`src/rtl/convert_integer_to_floatingpoint_seq.sv`:
```
// convert_integer_to_floatingpoint_seq
//
// Iterative integer to IEEE-754 single-precision converter. Each operand is
// normalised by shifting its magnitude left one bit per clock. The result is
// then rounded to nearest, ties to even, and presented as a registered float
// together with a one-cycle valid pulse.
//
// Build option:
//   INT2FP_SIGNED_EN  defined   -> Int is two's complement (negation logic built)
//                     undefined -> Int is unsigned, sign bit always 0
//
// Ports:
//   clk        clock, all state updates on the rising edge
//   rst        synchronous active-high reset
//   valid_in   operand valid
//   Int        WIDTH-bit integer operand, sampled only on accept
//   ready_out  high when an operand can be accepted (IDLE only)
//   valid_out  one-cycle pulse, FP is valid in that cycle
//   FP         {sign, exp[7:0], mant[22:0]}, held until the next result or reset
//
// state | meaning
// ------+-------------------------------------------------------------
// IDLE  | waiting for an operand, ready_out high
// NORM  | shifting the magnitude left until its msb is set
// ROUND | round to nearest even, pack and register FP
// DONE  | valid_out high for this single cycle
module convert_integer_to_floatingpoint_seq #(
    parameter int WIDTH = 32
) (
    input  logic             clk,
    input  logic             rst,
    input  logic             valid_in,
    input  logic [WIDTH-1:0] Int,
    output logic             ready_out,
    output logic             valid_out,
    output logic [31:0]      FP
);

    typedef enum logic [1:0] {
        IDLE  = 2'd0,
        NORM  = 2'd1,
        ROUND = 2'd2,
        DONE  = 2'd3
    } state_t;

    // Enough zero padding that the 23 mantissa bits, the guard bit and the
    // sticky field always exist, whatever WIDTH is. For WIDTH <= 24 the
    // guard and sticky bits come out as zero, so no rounding takes place.
    localparam int PAD = 56 - WIDTH;

    state_t           state;
    logic [WIDTH-1:0] mag;
    logic             sign;
    logic [7:0]       e;

    logic             sign_in;
    logic [WIDTH-1:0] abs_in;

`ifdef INT2FP_SIGNED_EN
    // The most negative value negates to itself. Read as unsigned, that is
    // exactly its magnitude.
    assign sign_in = Int[WIDTH-1];
    assign abs_in  = sign_in ? -Int : Int;
`else
    assign sign_in = 1'b0;
    assign abs_in  = Int;
`endif

    // The bits below the leading one, left-aligned in a 55-bit field.
    logic [54:0] frac_ext;
    logic [22:0] mant_trunc;
    logic        guard;
    logic        sticky;
    logic        round_up;
    logic [23:0] mant_sum;
    logic [22:0] mant_final;
    logic [7:0]  exp_final;

    assign frac_ext   = {mag[WIDTH-2:0], {PAD{1'b0}}};
    assign mant_trunc = frac_ext[54:32];
    assign guard      = frac_ext[31];
    assign sticky     = |frac_ext[30:0];
    assign round_up   = guard & (sticky | mant_trunc[0]);
    assign mant_sum   = {1'b0, mant_trunc} + {23'd0, round_up};
    // A carry out of the mantissa leaves mant_sum[22:0] at zero already,
    // so only the exponent has to be bumped.
    assign mant_final = mant_sum[22:0];
    assign exp_final  = e + 8'd127 + {7'd0, mant_sum[23]};

    always_ff @(posedge clk) begin
        if (rst) begin
            state     <= IDLE;
            FP        <= 32'd0;
            valid_out <= 1'b0;
            ready_out <= 1'b1;
            mag       <= '0;
            sign      <= 1'b0;
            e         <= 8'd0;
        end else begin
            case (state)
                IDLE: begin
                    valid_out <= 1'b0;
                    if (valid_in && ready_out) begin
                        sign      <= sign_in;
                        mag       <= abs_in;
                        e         <= 8'(WIDTH - 1);
                        ready_out <= 1'b0;
                        if (abs_in == '0) begin
                            FP        <= 32'd0;
                            valid_out <= 1'b1;
                            state     <= DONE;
                        end else begin
                            state <= NORM;
                        end
                    end
                end
                NORM: begin
                    if (mag[WIDTH-1]) begin
                        state <= ROUND;
                    end else begin
                        mag <= mag << 1;
                        e   <= e - 8'd1;
                    end
                end
                ROUND: begin
                    FP        <= {sign, exp_final, mant_final};
                    valid_out <= 1'b1;
                    state     <= DONE;
                end
                DONE: begin
                    valid_out <= 1'b0;
                    ready_out <= 1'b1;
                    state     <= IDLE;
                end
                default: begin
                    valid_out <= 1'b0;
                    ready_out <= 1'b1;
                    state     <= IDLE;
                end
            endcase
        end
    end

endmodule

```
`config.mk`:
```
export PLATFORM = sky130hd
export DESIGN_NAME = convert_integer_to_floatingpoint_seq
export DESIGN_NICKNAME = d
export VERILOG_FILES = /design/src/rtl/convert_integer_to_floatingpoint_seq.sv
export SDC_FILE = /design/constraint.sdc
export NUM_CORES = 1
export LEC_CHECK = 0
export BUFFER_PORTS_ARGS = -buffer_cell sky130_fd_sc_hd__clkbuf_2
export CAP_MARGIN = 20
export CORE_ASPECT_RATIO = 0.8
export CORE_MARGIN = 3
export CORE_UTILIZATION = 45
export CTS_CLUSTER_DIAMETER = 30
export DETAILED_ROUTE_END_ITERATION = 10
export PLACE_DENSITY_LB_ADDON = 0.2
export SLEW_MARGIN = 20
export SYNTH_ARGS = -nofsm -noshare
export SYNTH_HDL_FRONTEND = slang
export SYNTH_SLANG_ARGS = --single-unit
```
`constraint.sdc`:
```
create_clock -name clk -period 6 [get_ports clk]
set_input_delay 1.2 -clock clk [delete_from_list [all_inputs] [get_ports clk]]
set_output_delay 1.2 -clock clk [all_outputs]
set_load 0.05 [all_outputs]
```
==> run summary <==
Status = finished clean
NumNets Final = 565
Wire per inst = 15.6 um
Die area = 0.0101 mm2
Number of diodes = 0
# resized after CTS = 0
Input/output buffers = 67
Ys flop type = dfxtp_1
Initial core utilization = 0.468
Final setup fails = 0
Min Hold Slack = 453 ps
Max H-tree Level = 3
# IOs = 69
Slew @ Worst Pin = 1090 ps
Worst Setup Path Type = reg -> reg
Sequential cell area fraction in the yosys report = 0.375
Yosys Warn Count = 0
Critical path startpoint category = register
RSZ-0062 raised after global routing = no
Cell at the root of the clock tree = clkbuf_8
Final WL = 9.92 mm
Peak VDD IR = 0.276 mV
Pre-antenna DRT Iters = 4
Max Cap Viol = 0
Vias = 3636
Largest family of logic cells by synthesized area = simple AND/OR/NAND/NOR gates
Avg Inst Size Synth = 8.34 um2
CP Capture Type = register
Number of flops mapped to enable cells by yosys = 0
Syn Inst Count = 480
Detailed placement HPWL = 6.97 mm
Maximum clock frequency = 0.307 GHz
Post-CTS Hold Buffers = 0
DP Cell Count = 621
Slew HR = 0.271
Antenna viol nets, final = 0
CP Max Fanout = 25
Arr. time, crit path = 3530 ps
Vias in the first global route = 3183
Min cycle time layout = 3260 ps
Grt total ovfl = 0
Slew Viols, Final = 0
Iteration-0 DRC Markers = 316
Synth Area in Compound Gates = 0.180
Area Growth Syn to Fin = 12.9%
Core ar. = 0.00856 mm2
Post-layout util = 0.528
Synth Area in Simple Gates = 0.297
Mux share of post-synthesis cell area = 0.00531
Residual DRC = 0
Synth Area in XOR/XNOR = 0.0547
Die H = 90.4 um
Setup bufs post-CTS = 0
Row count = 30
Clk slew on worst S/H paths = 80 ps
Post-DR vias/cell = 5.72
Sink Count = 75
Largest net degree at the start of global routing = 77
Post-Layout Cell Count = 636
First-pass GRT wire length = 16.6 mm
CTS Buf Count = 9
Skew-Pair Late Insertion Delay = 360 ps
CTS tree = built
Netlist Area Pre-Place = 0.00401 mm2
Ys async rst share = 0
Count of final hold-check violations = 0
Synthesized Nets = 525
Tot GR Track Use = 0.200
Leak = 1.72 nW
FF+latch count, synth = 75
Pwr Density = 428 mW/mm2
Unique masters post-synth = 55
Placement Setup Slack = 2630 ps
Layout cells sized above 1 = 0.193
Final Cycle Share = 0.543
Critical Path RT = 6280 ps
Hold WC Path Type = reg -> reg
Skew final = 8.79 ps
Post-synthesis adder-cell area fraction = 0.0312
CTS Buffer Depth = 2
Initial antenna violation count = 0
Sum Neg Setup Slack = 0 ps
Final WS setup = 2740 ps
DIE WIDTH = 111 um
RD Place Congestion = 0.804
-- flip-flops by register name, indices dropped and copies added, names as in the netlist --
| register | cells |
|---|---|
| FP | 31 |
| e | 8 |
| mag | 32 |
| ready_out | 1 |
| state | 2 |
| valid_out | 1 |
-- report_power, final --
| part | switching (mW) | leakage [nW] | internal, mW |
|---|---|---|---|
| sequential | 0.152 | 0.613 | 0.604 |
| clock | 0.192 | 0.102 | 0.200 |
| combinational | 0.494 | 1.01 | 0.296 |
-- per-layer routing --
metal | vias to the layer above | track usage | part of all wire
met5 | - | 0 | 0
met3 | 11 | 0.0455 | 0.060
met1 | 1697 | 0.318 | 0.53
li1 | 1827 | - | -
met4 | 0 | 0.0699 | 0.014
met2 | 101 | 0.257 | 0.40
-- layout by cell type, fill, tap and decap left out, drive strengths merged, types with 3 or more instances in the layout --
cell type	netlist	final
nor2b	26	26
a211oi	7	7
xor2	17	17
clkbuf	31	77
dfxtp	75	75
nand4	8	8
buf	11	4
nand3	31	31
a311oi	23	23
a31oi	3	3
a222oi	7	7
a21oi	35	35
o21ai	4	4
nor3b	4	4
and3	3	3
and4b	3	3
clkinv	0	4
xnor2	8	8
o211ai	4	4
nor4	15	15
and4	3	3
nand2	41	41
ha	10	10
nand2b	4	4
nor3	30	30
inv	10	10
nor2	39	39
o31ai	3	3
-- path summary, 6_finish.rpt --
path	from	end	slack, ps	cells past startpoint
worst max-delay path	state[1]	e[4]	2740	7
worst min-delay path	FP[26]	FP[26]	450	2
worst max register to register	state[1]	e[4]	2740	7
worst min register to register	FP[26]	FP[26]	450	2
-- metrics by stage --
stage / total power, mW / area [um2]
floorplan: 1.38 / 4010
global placement: 1.53 / 4330
detailed placement: 1.55 / 4330
CTS: 1.94 / 4520
global route: 2.08 / 4520
finish: 1.94 / 4520
-- Yosys cell counts, types with 6 or more instances --
cell,n,share of area
a211oi_1,6,0.011
a21oi_1,35,0.044
a222oi_1,7,0.017
a311oi_1,23,0.050
buf_2,8,0.010
clkbuf_1,29,0.027
dfxtp_1,75,0.37
ha_1,10,0.031
inv_1,10,0.0094
nand2_1,41,0.038
nand3_1,31,0.039
nand4_1,6,0.0094
nor2_1,39,0.037
nor2b_1,26,0.041
nor3_1,30,0.037
nor4_1,9,0.014
xnor2_1,8,0.017
xor2_1,17,0.037
-- logic make-up (layout without fill, tap and decap cells) --
logic type      count (synthesis)  in the layout
xor+xnor                       25             25
mux                             2              2
flops                          75             75
compound gates                 97             97
buf+inv                        52             96
simple gates                  218            218
other cells                     1              1
fa+ha+maj                      10             10
-- layout make-up --
class / instances / area [um2]
clock buffers: 10 / 138
clock inverters: 5 / 53.8
fillers: 837 / 4040
inverters: 10 / 37.5
multi-input cells: 353 / 2290
flip-flops and latches: 75 / 1500
well taps: 112 / 140
repair buffers: 71 / 365
-- worst max-delay path, cell delays in order (launching register included) --
cell	delay, ps
dfxtp_1	360
inv_1	140
ha_1	730
nor2_1	220
a211oi_4	870
nand2_1	240
or4_1	450
a31oi_1	160
Note: power is estimated with default switching activity, not from simulation.
